[config.mk]
export PLATFORM = sky130hd
export DESIGN_NAME = ps2_keybuf
export DESIGN_NICKNAME = d
export VERILOG_FILES = /design/src/rtl/ps2_keybuf_pkg.sv /design/src/rtl/ps2_keybuf_fifo.sv /design/src/rtl/ps2_keybuf.sv
export SDC_FILE = /design/constraint.sdc
export NUM_CORES = 1
export LEC_CHECK = 0
export BUFFER_PORTS_ARGS = -buffer_cell sky130_fd_sc_hd__buf_4
export CELL_PAD_IN_SITES_DETAIL_PLACEMENT = 1
export CELL_PAD_IN_SITES_GLOBAL_PLACEMENT = 2
export CORE_MARGIN = 1
export CORE_UTILIZATION = 41
export DETAILED_ROUTE_END_ITERATION = 8
export PLACE_DENSITY_LB_ADDON = 0.2
export SLEW_MARGIN = 20
export SYNTH_ARGS = -nofsm -noshare
export SYNTH_HDL_FRONTEND = slang
export SYNTH_SLANG_ARGS = --single-unit
[constraint.sdc]
create_clock -name clock -period 3.2 [get_ports clock]
set_input_delay 0.32 -clock clock [delete_from_list [all_inputs] [get_ports clock]]
set_output_delay 0.32 -clock clock [all_outputs]
set_load 0.05 [all_outputs]
[src/rtl/ps2_keybuf_pkg.sv]
// Shared decoder states, PS/2 set-2 byte constants and key-event entry layout for ps2_keybuf.
package ps2_keybuf_pkg;

    typedef enum logic [2:0] {
        ST_IDLE,
        ST_E0,
        ST_F0,
        ST_E0F0,
        ST_SKIP
    } dec_state_e;

    localparam logic [7:0] BYTE_E0 = 8'hE0;
    localparam logic [7:0] BYTE_F0 = 8'hF0;
    localparam logic [7:0] BYTE_E1 = 8'hE1;
    localparam logic [7:0] BYTE_AA = 8'hAA;
    localparam logic [7:0] BYTE_FA = 8'hFA;
    localparam logic [7:0] BYTE_FE = 8'hFE;
    localparam logic [7:0] BYTE_EE = 8'hEE;
    localparam logic [7:0] BYTE_00 = 8'h00;
    localparam logic [7:0] BYTE_FF = 8'hFF;

    localparam logic [7:0] KEY_LSHIFT = 8'h12;
    localparam logic [7:0] KEY_RSHIFT = 8'h59;
    localparam logic [7:0] KEY_CTRL   = 8'h14;
    localparam logic [7:0] KEY_ALT    = 8'h11;

    localparam int ENTRY_W   = 10;
    localparam int ENTRY_REL = 9;
    localparam int ENTRY_EXT = 8;

    // Pause is E1 followed by seven more bytes that carry no extra information.
    localparam logic [2:0] SKIP_LEN = 3'd7;

    // Controller replies and error codes that never describe a key.
    function automatic logic is_discard(input logic [7:0] b);
        return (b == BYTE_AA) || (b == BYTE_FA) || (b == BYTE_FE) ||
               (b == BYTE_EE) || (b == BYTE_00) || (b == BYTE_FF);
    endfunction

endpackage

[src/rtl/ps2_keybuf_fifo.sv]
// First-word-fall-through event FIFO; a pop in the same cycle frees room for a push into a full FIFO.
module ps2_keybuf_fifo #(
    parameter int WIDTH      = 10,
    parameter int DEPTH_LOG2 = 4
) (
    input  logic                  clk,
    input  logic                  rst_n,
    input  logic                  clr,
    input  logic                  push,
    input  logic                  pop,
    input  logic [WIDTH-1:0]      din,
    output logic [WIDTH-1:0]      dout,
    output logic                  empty,
    output logic                  full,
    output logic [DEPTH_LOG2:0]   count,
    output logic                  drop
);

    localparam int DEPTH = 1 << DEPTH_LOG2;
    localparam logic [DEPTH_LOG2-1:0] PTR_ONE = 1;
    localparam logic [DEPTH_LOG2:0]   CNT_ONE = 1;

    logic [WIDTH-1:0]      mem_q [DEPTH];
    logic [DEPTH_LOG2-1:0] wr_ptr_q, wr_ptr_d;
    logic [DEPTH_LOG2-1:0] rd_ptr_q, rd_ptr_d;
    logic [DEPTH_LOG2:0]   count_q, count_d;
    logic                  pop_en;
    logic                  wr_en;

    assign empty = (count_q == '0);
    assign full  = count_q[DEPTH_LOG2];
    assign count = count_q;
    // Storage is not reset, so hide stale contents while empty.
    assign dout  = empty ? '0 : mem_q[rd_ptr_q];

    always_comb begin
        pop_en   = pop && !empty && !clr;
        wr_en    = push && !clr && (!full || pop_en);
        drop     = push && !clr && !wr_en;
        wr_ptr_d = wr_ptr_q;
        rd_ptr_d = rd_ptr_q;
        count_d  = count_q;
        if (wr_en) begin
            wr_ptr_d = wr_ptr_q + PTR_ONE;
        end
        if (pop_en) begin
            rd_ptr_d = rd_ptr_q + PTR_ONE;
        end
        if (wr_en && !pop_en) begin
            count_d = count_q + CNT_ONE;
        end else if (pop_en && !wr_en) begin
            count_d = count_q - CNT_ONE;
        end
        if (clr) begin
            wr_ptr_d = '0;
            rd_ptr_d = '0;
            count_d  = '0;
        end
    end

    always_ff @(posedge clk or negedge rst_n) begin
        if (!rst_n) begin
            wr_ptr_q <= '0;
            rd_ptr_q <= '0;
            count_q  <= '0;
        end else begin
            wr_ptr_q <= wr_ptr_d;
            rd_ptr_q <= rd_ptr_d;
            count_q  <= count_d;
        end
    end

    always_ff @(posedge clk) begin
        if (wr_en) begin
            mem_q[wr_ptr_q] <= din;
        end
    end

endmodule

[src/rtl/ps2_keybuf.sv]
// PS/2 set-2 byte-to-key-event decoder with event FIFO for CPU polling.
// Define KEYBUF_MODS_EN to track alt/ctrl/shift held state on the mods output.
module ps2_keybuf
    import ps2_keybuf_pkg::*;
#(
    parameter int DEPTH_LOG2 = 4
) (
    input  logic                  clock,
    input  logic                  reset_n,
    input  logic [7:0]            ps2_data,
    input  logic                  ps2_hit,
    input  logic                  rd,
    input  logic                  clr,
    output logic [ENTRY_W-1:0]    q,
    output logic                  empty,
    output logic [DEPTH_LOG2:0]   count,
    output logic                  overflow,
    output logic [2:0]            mods
);

    logic             hit_q;
    logic             accept;
    dec_state_e       state_q, state_d;
    logic [2:0]       skip_q, skip_d;
    logic             overflow_q, overflow_d;
    logic             ev_vld;
    logic             ev_rel;
    logic             ev_ext;
    logic [7:0]       ev_code;
    logic [ENTRY_W-1:0] ev_entry;
    logic             fifo_full;
    logic             fifo_drop;

    // One byte per rising edge of the strobe, however long it stays high.
    assign accept = ps2_hit && !hit_q;

    always_comb begin
        state_d = state_q;
        skip_d  = skip_q;
        ev_vld  = 1'b0;
        ev_rel  = 1'b0;
        ev_ext  = 1'b0;
        ev_code = ps2_data;
        if (accept) begin
            case (state_q)
                ST_IDLE: begin
                    if (ps2_data == BYTE_E0) begin
                        state_d = ST_E0;
                    end else if (ps2_data == BYTE_F0) begin
                        state_d = ST_F0;
                    end else if (ps2_data == BYTE_E1) begin
                        state_d = ST_SKIP;
                        skip_d  = SKIP_LEN;
                    end else if (!is_discard(ps2_data)) begin
                        ev_vld = 1'b1;
                    end
                end
                ST_E0: begin
                    if (ps2_data == BYTE_F0) begin
                        state_d = ST_E0F0;
                    end else begin
                        state_d = ST_IDLE;
                        ev_vld  = (ps2_data != KEY_LSHIFT);
                        ev_ext  = 1'b1;
                    end
                end
                ST_F0: begin
                    state_d = ST_IDLE;
                    ev_vld  = 1'b1;
                    ev_rel  = 1'b1;
                end
                ST_E0F0: begin
                    state_d = ST_IDLE;
                    ev_vld  = (ps2_data != KEY_LSHIFT);
                    ev_rel  = 1'b1;
                    ev_ext  = 1'b1;
                end
                ST_SKIP: begin
                    skip_d = skip_q - 3'd1;
                    if (skip_q == 3'd1) begin
                        state_d = ST_IDLE;
                        ev_vld  = 1'b1;
                        ev_ext  = 1'b1;
                        ev_code = BYTE_E1;
                    end
                end
                default: state_d = ST_IDLE;
            endcase
        end
        if (clr) begin
            state_d = ST_IDLE;
            skip_d  = '0;
            ev_vld  = 1'b0;
        end
    end

    always_comb begin
        ev_entry            = '0;
        ev_entry[ENTRY_REL] = ev_rel;
        ev_entry[ENTRY_EXT] = ev_ext;
        ev_entry[7:0]       = ev_code;
        overflow_d          = clr ? 1'b0 : (overflow_q || fifo_drop);
    end

    always_ff @(posedge clock or negedge reset_n) begin
        if (!reset_n) begin
            hit_q      <= 1'b0;
            state_q    <= ST_IDLE;
            skip_q     <= '0;
            overflow_q <= 1'b0;
        end else begin
            hit_q      <= ps2_hit;
            state_q    <= state_d;
            skip_q     <= skip_d;
            overflow_q <= overflow_d;
        end
    end

    assign overflow = overflow_q;

`ifdef KEYBUF_MODS_EN
    logic [2:0] mods_q, mods_d;

    // Follows every decoded event, including ones the FIFO had to drop.
    always_comb begin
        mods_d = mods_q;
        if (ev_vld) begin
            if (ev_code == KEY_LSHIFT || ev_code == KEY_RSHIFT) begin
                mods_d[0] = !ev_rel;
            end else if (ev_code == KEY_CTRL) begin
                mods_d[1] = !ev_rel;
            end else if (ev_code == KEY_ALT) begin
                mods_d[2] = !ev_rel;
            end
        end
    end

    always_ff @(posedge clock or negedge reset_n) begin
        if (!reset_n) begin
            mods_q <= '0;
        end else begin
            mods_q <= mods_d;
        end
    end

    assign mods = mods_q;
`else
    assign mods = 3'b000;
`endif

    ps2_keybuf_fifo #(
        .WIDTH      (ENTRY_W),
        .DEPTH_LOG2 (DEPTH_LOG2)
    ) u_fifo (
        .clk   (clock),
        .rst_n (reset_n),
        .clr   (clr),
        .push  (ev_vld),
        .pop   (rd),
        .din   (ev_entry),
        .dout  (q),
        .empty (empty),
        .full  (fifo_full),
        .count (count),
        .drop  (fifo_drop)
    );

    // Full status is already folded into drop; kept visible for debug probing.
    logic unused_full;
    assign unused_full = fifo_full;

endmodule
# Yosys cells after proc, flatten, opt, wreduce, memory -nomap -nowiden
# Memories as Yosys holds them, arrays and structs flattened.
# Cells that the tools add are included.
# word_totals
mem_bits_ro,0
regBits,21
in_bits,13
latchBits,0
memories,1
output_inout_bits,20
elab_cells,106
ram_bits,160
# classes
mul,0
n_div,0
bitwise_logic,0
addsub,5
order_cmp,0
shifts,0
n_reduce_logical,32
eq_ne,19
n_mux,42
# mem_list
name,words,width,read_ports,rd_clocked_by_memory_dff,wr,line,rtl
u_fifo.mem_q,16,10,1,0,1,ps2_keybuf_fifo.sv:23,logic [WIDTH-1:0] mem_q [DEPTH];
# op_table
cell,n
$eq A8 B8 Y1 const B,8
$mux W3,11
$mux W8,3
$mux W4,4
$mux W1,15
$mux W5,3
$ne A3 B3 Y1 const B,4
$mux W10,1
$pmux W3 S3,1
$add A4 B1 Y4 const B,2
$logic_and A1 B1 Y1,8
$logic_not A8 Y1,1
$ne A8 B5 Y1 const B,1
$logic_or A1 B1 Y1,7
$eq A3 B1 Y1 const B,2
$eq A3 B2 Y1 const B,2
$logic_not A1 Y1,6
$pmux W3 S2,1
$reduce_bool A2 Y1,3
$reduce_bool A3 Y1,2
$add A5 B1 Y5 const B,1
$logic_not A5 Y1,1
$ne A5 B5 Y1 const B,1
$pmux W1 S5,1
9 further kinds,9

# Depth between registers and ports, before layout
# depth
depth_word,20
mapped_depth,14
ltp_nobuf,13

# Modules after synthesis
# Synthesis repeated with hierarchy kept, for this count alone.
# unflattened
cells_unflattened,457
hier_area_um2,7888.8
# by_module_without_submodules
module,area_per_inst_um2,cells_per_inst,instances
ps2_keybuf_fifo,7171.9,372,1
ps2_keybuf,716.9,85,1

# Worst setup path before layout
# Ideal clock, no wire load.
# synth_timing
path_kind,register to output
startpoint,reg u_fifo.rd_ptr_q[0]
endpoint,out q[1]
path_stages_with_launch,8
n_path_buf,3
required_ns,2.880
slack_ns,-0.003
t_arrival_ns,2.883
cell_sequence,dfrtp_1 > clkbuf_1 > buf_2 > buf_2 > mux2i_1 > o221ai_1 > o22ai_1 > a211oi_1
# synth_between
elab_chain_cells,2
# synth_rtl
element,line,rtl
"start, declared",ps2_keybuf_fifo.sv:25,"logic [DEPTH_LOG2-1:0] rd_ptr_q, rd_ptr_d;"
"start signal, assigned",ps2_keybuf_fifo.sv:68,rd_ptr_q <= rd_ptr_d;
$mem_v2 Z16 W10,--,
$mux W10,ps2_keybuf_fifo.sv:34,assign dout = empty ? '0 : mem_q[rd_ptr_q];
"end, declared",ps2_keybuf.sv:14,"output logic [ENTRY_W-1:0] q,"
# Every way passes these cells.

# Worst setup path in the final report
# layout_timing
startpoint,reg state_q[1]
endpoint,"reg u_fifo.count_q[4], in the netlist u_fifo.count[4]"
# layout_between
elab_chain_cells,9
word_cells_on_any_way,16
# layout_rtl
element,line,rtl
"start, declared",ps2_keybuf.sv:23,"dec_state_e state_q, state_d;"
"start signal, assigned",ps2_keybuf.sv:113,state_q <= state_d;
$eq A3 B3 Y1 (tied with other cells),ps2_keybuf.sv:45,case (state_q)
$pmux W1 S5 *,ps2_keybuf.sv:45,
$mux W1 *,ps2_keybuf.sv:44,if (accept) begin
$mux W1 *,ps2_keybuf.sv:90,if (clr) begin
$logic_and A1 B1 Y1 * (2 in series),ps2_keybuf_fifo.sv:38,wr_en = push && !clr && (!full || pop_en);
$logic_and A1 B1 Y1 or $logic_not A1 Y1 (tied branches),"ps2_keybuf_fifo.sv:49, ps2_keybuf_fifo.sv:51",
$mux W5 or $logic_and A1 B1 Y1 (tied branches),"ps2_keybuf_fifo.sv:49, ps2_keybuf_fifo.sv:51",
$mux W5 or $reduce_bool A3 Y1 (tied branches),--,
"end signal, assigned",ps2_keybuf_fifo.sv:69,count_q <= count_d;
"end, declared",ps2_keybuf_fifo.sv:26,"logic [DEPTH_LOG2:0] count_q, count_d;"
# Mark *: on every way between the ends. The rest lies on a longest branch, timed or not.
# A chain may end at the register's enable or synchronous reset.

==> flow_metrics.tcl <==
set metrics [dict create \
    vias 4575 \
    pin_count 33 \
    rows 50 \
    endpoint_kind "register" \
    dp_cells 755 \
    drive_gt1_share_pct 22.5 \
    synth_edf_count 160 \
    vdd.ir_drop.worst_uv 509 \
    setup_ws_ns 0.131 \
    drtIter0Drc 345 \
    setup_violations 0 \
    drt_first_pass_iters 6 \
    yosysUniqueCellTypes 55 \
    crit_arrival_ns 3.41 \
    cts_tree "built" \
    die_x_um 140 \
    cts_setup_buffers 0 \
    grt_max_degree 40 \
    drc 0 \
    root_buffer "clkbuf_16" \
    slew_violations 0 \
    grt_overflow 0 \
    skew_ns 0.00997 \
    synthAdderAreaFrac_pct 2.01 \
    worst_pin_slew_ns 1.05 \
    dieArea_um2 19700 \
    placed_cell_area_um2 8510 \
    synth_most_common_cell "edfxtp_1" \
    syn-instance-count 494 \
    start_kind "register" \
    finalNetCount 567 \
    cpPeakStageDelay_ns 0.43 \
    synth_compound_gate_area_share_pct 7.82 \
    postRouteAntennaNets 0 \
    clk_pin_slew_ns 0.07 \
    area_growth_pct 16.0 \
    path_class "register to register" \
    numCtsBuffers 17 \
    cp_max_fo 6 \
    hold_viol 0 \
    maxCapViolCount 0 \
    total_power_mw 6.60 \
    hold_slack_ns 0.251 \
    clk_latency_ns 0.43 \
    async_flop_share_pct 11.6 \
    critPathSlowestCell "or4_4" \
    ys_seq_elements 181 \
    hold_path.class "primary input to register" \
    avgSynthCellArea_um2 15.9 \
    diodes 0 \
    min_period_over_period_pct 95.9 \
    synthMuxAreaShare_pct 11.6 \
    synth_area_leaders "edfxtp_1 61%, dfrtp_1 6.7%, mux2i_1 5.7%, mux4_2 5.7%, o221ai_1 2.2%" \
    rsz0062_at_grt "false" \
    wirelength_um 18200 \
    final_util_pct 48.7 \
    path_buf_inv 2 \
    power_density_nw_per_um2 725 \
    die_h_um 140 \
    cts_sinks 181 \
    antenna_found_initial 0 \
    place.gp.congestion 0.803 \
    ys_seq_area_share_pct 68.0 \
    nFillCells 1769 \
    relSlewSlack_pct 30.0 \
    pre_cts_slack_ns -0.0987 \
    wl_per_cell_um 23.1 \
    fin_area_um2 9100 \
    worstPathCellList "buf_4 > nand2b_1 > or4_4 > a41oi_2 > a21oi_1 > buf_4 > nand2_1 > ha_1 > a21o_1 > a21oi_1 > nor4b_1 > mux2i_1 > o22ai_1" \
    avgViaCountPerCell 5.80 \
    portBuffers 29 \
    yosys_warnings 0 \
    status "completed" \
    synth_top_family_by_area "multiplexers" \
    synthFlopType "edfxtp_1" \
    yosysTopAreaCell "edfxtp_1" \
    stdcell_count 789 \
    yosys.area_share.xor_xnor_pct 0.558 \
    synth_common_cells "160 x edfxtp_1, 45 x mux2i_1, 21 x clkbuf_1, 21 x dfrtp_1" \
    max_freq_ghz 0.326 \
    initial_core_util_pct 41.9 \
    track_usage_pct 19.7 \
    fin_crit_ns 3.07 \
    cts_max_path_buffers 2 \
    grt_pass1_wl_um 28000 \
    grt_pass1_vias 4626 \
    setup_tns_ns 0 \
    leakage_nw 3.08 \
    core_um2 18700 \
    cp.required_ns 3.55 \
    yosys.area_share.simple_pct 7.82 \
    htreeDepth 4 \
    synth_top_area_share_pct 61.3 \
    critPathTopFamily "simple AND/OR/NAND/NOR gates" \
    synthesis.area_um2 7840 \
    dp_hpwl_um 12200 \
]
-- worst register-to-register path, cell delays in order, from the launching register on --
cell and delay (ns):
dfrtp_1 0.37, buf_4 0.16, nand2b_1 0.14, or4_4 0.43, a41oi_2 0.26, a21oi_1 0.11, buf_4 0.16, nand2_1 0.17
ha_1 0.28, a21o_1 0.16, a21oi_1 0.18, nor4b_1 0.28, mux2i_1 0.12, o22ai_1 0.17
-- cell families (layout without fill, tap and decap cells) --
logic type,count (synthesis),in the layout
compound gates,84,84
xor+xnor,5,5
fa+ha+maj,12,12
buf+inv,40,99
flops,181,181
mux,66,66
other cells,1,3
simple gates,105,105
-- placed cells by master (no fill, tap or decap), drive strengths merged, types with 9 or more instances in the layout --
| master | count |
|---|---|
| mux4 | 20 |
| a211oi | 13 |
| ha | 11 |
| mux2i | 45 |
| o22ai | 13 |
| edfxtp | 160 |
| buf | 55 |
| clkbuf | 18 |
| nand2b | 14 |
| nor2 | 19 |
| a21oi | 10 |
| inv | 13 |
| dfrtp | 21 |
| nand2 | 20 |
| clkinv | 9 |
| o221ai | 20 |
-- report_power, final --
part           internal, mW  switching (mW)  total, mW
clock                  1.02           0.937       1.95
combinational         0.705            1.18       1.88
sequential             2.62           0.140       2.76
total                  4.34            2.25       6.60
-- sequential cells by signal (all words and copies together), names as in the netlist --
name / count
overflow: 1
u_fifo.rd_ptr_q: 4
u_fifo.count: 5
state_q: 3
u_fifo.mem_q: 160
hit_q: 1
u_fifo.wr_ptr_q: 4
skip_q: 3
-- per-layer routing --
metal  up-vias  global-route usage (%)  share of wire [%]  routed length (um)
li1       2078                       -                  -                   -
met1      2407                    26.6                 47                8530
met2        77                    32.5                 49                8960
met3        13                    3.49                2.8                 508
met4         0                    6.30                1.2                 221
met5         -                       0                  0                   0
-- path summary, 6_finish.rpt --
kind                            start            endpoint  slack [ns]  cells past startpoint
max                        state_q[1]     u_fifo.count[4]        0.13                     13
min                                rd     u_fifo.count[1]        0.25                      3
max reg2reg                state_q[1]     u_fifo.count[4]        0.13                     13
min reg2reg                 skip_q[1]           skip_q[1]        0.49                      1
max in group asynchronous     reset_n  u_fifo.rd_ptr_q[0]        2.62                      2
min in group asynchronous     reset_n           skip_q[0]        0.31                      2
-- cell type report --
cell class	count	area [um2]	area share (%)
sequential	181	5330	58.6
multi-input combinational	275	2440	26.8
timing repair buffer	57	445	4.89
clock buffer	18	429	4.71
tap	234	293	3.22
clock inverter	14	126	1.39
inverter	10	37.5	0.412
-- timing repair --
action	4_1_cts	5_1_grt
hold buffers	2	0
gates resized for setup	0	2
hold endpoints to repair	22	0
setup endpoints to repair	0	6
No activity file was read; power rests on OpenSTA's default activity.
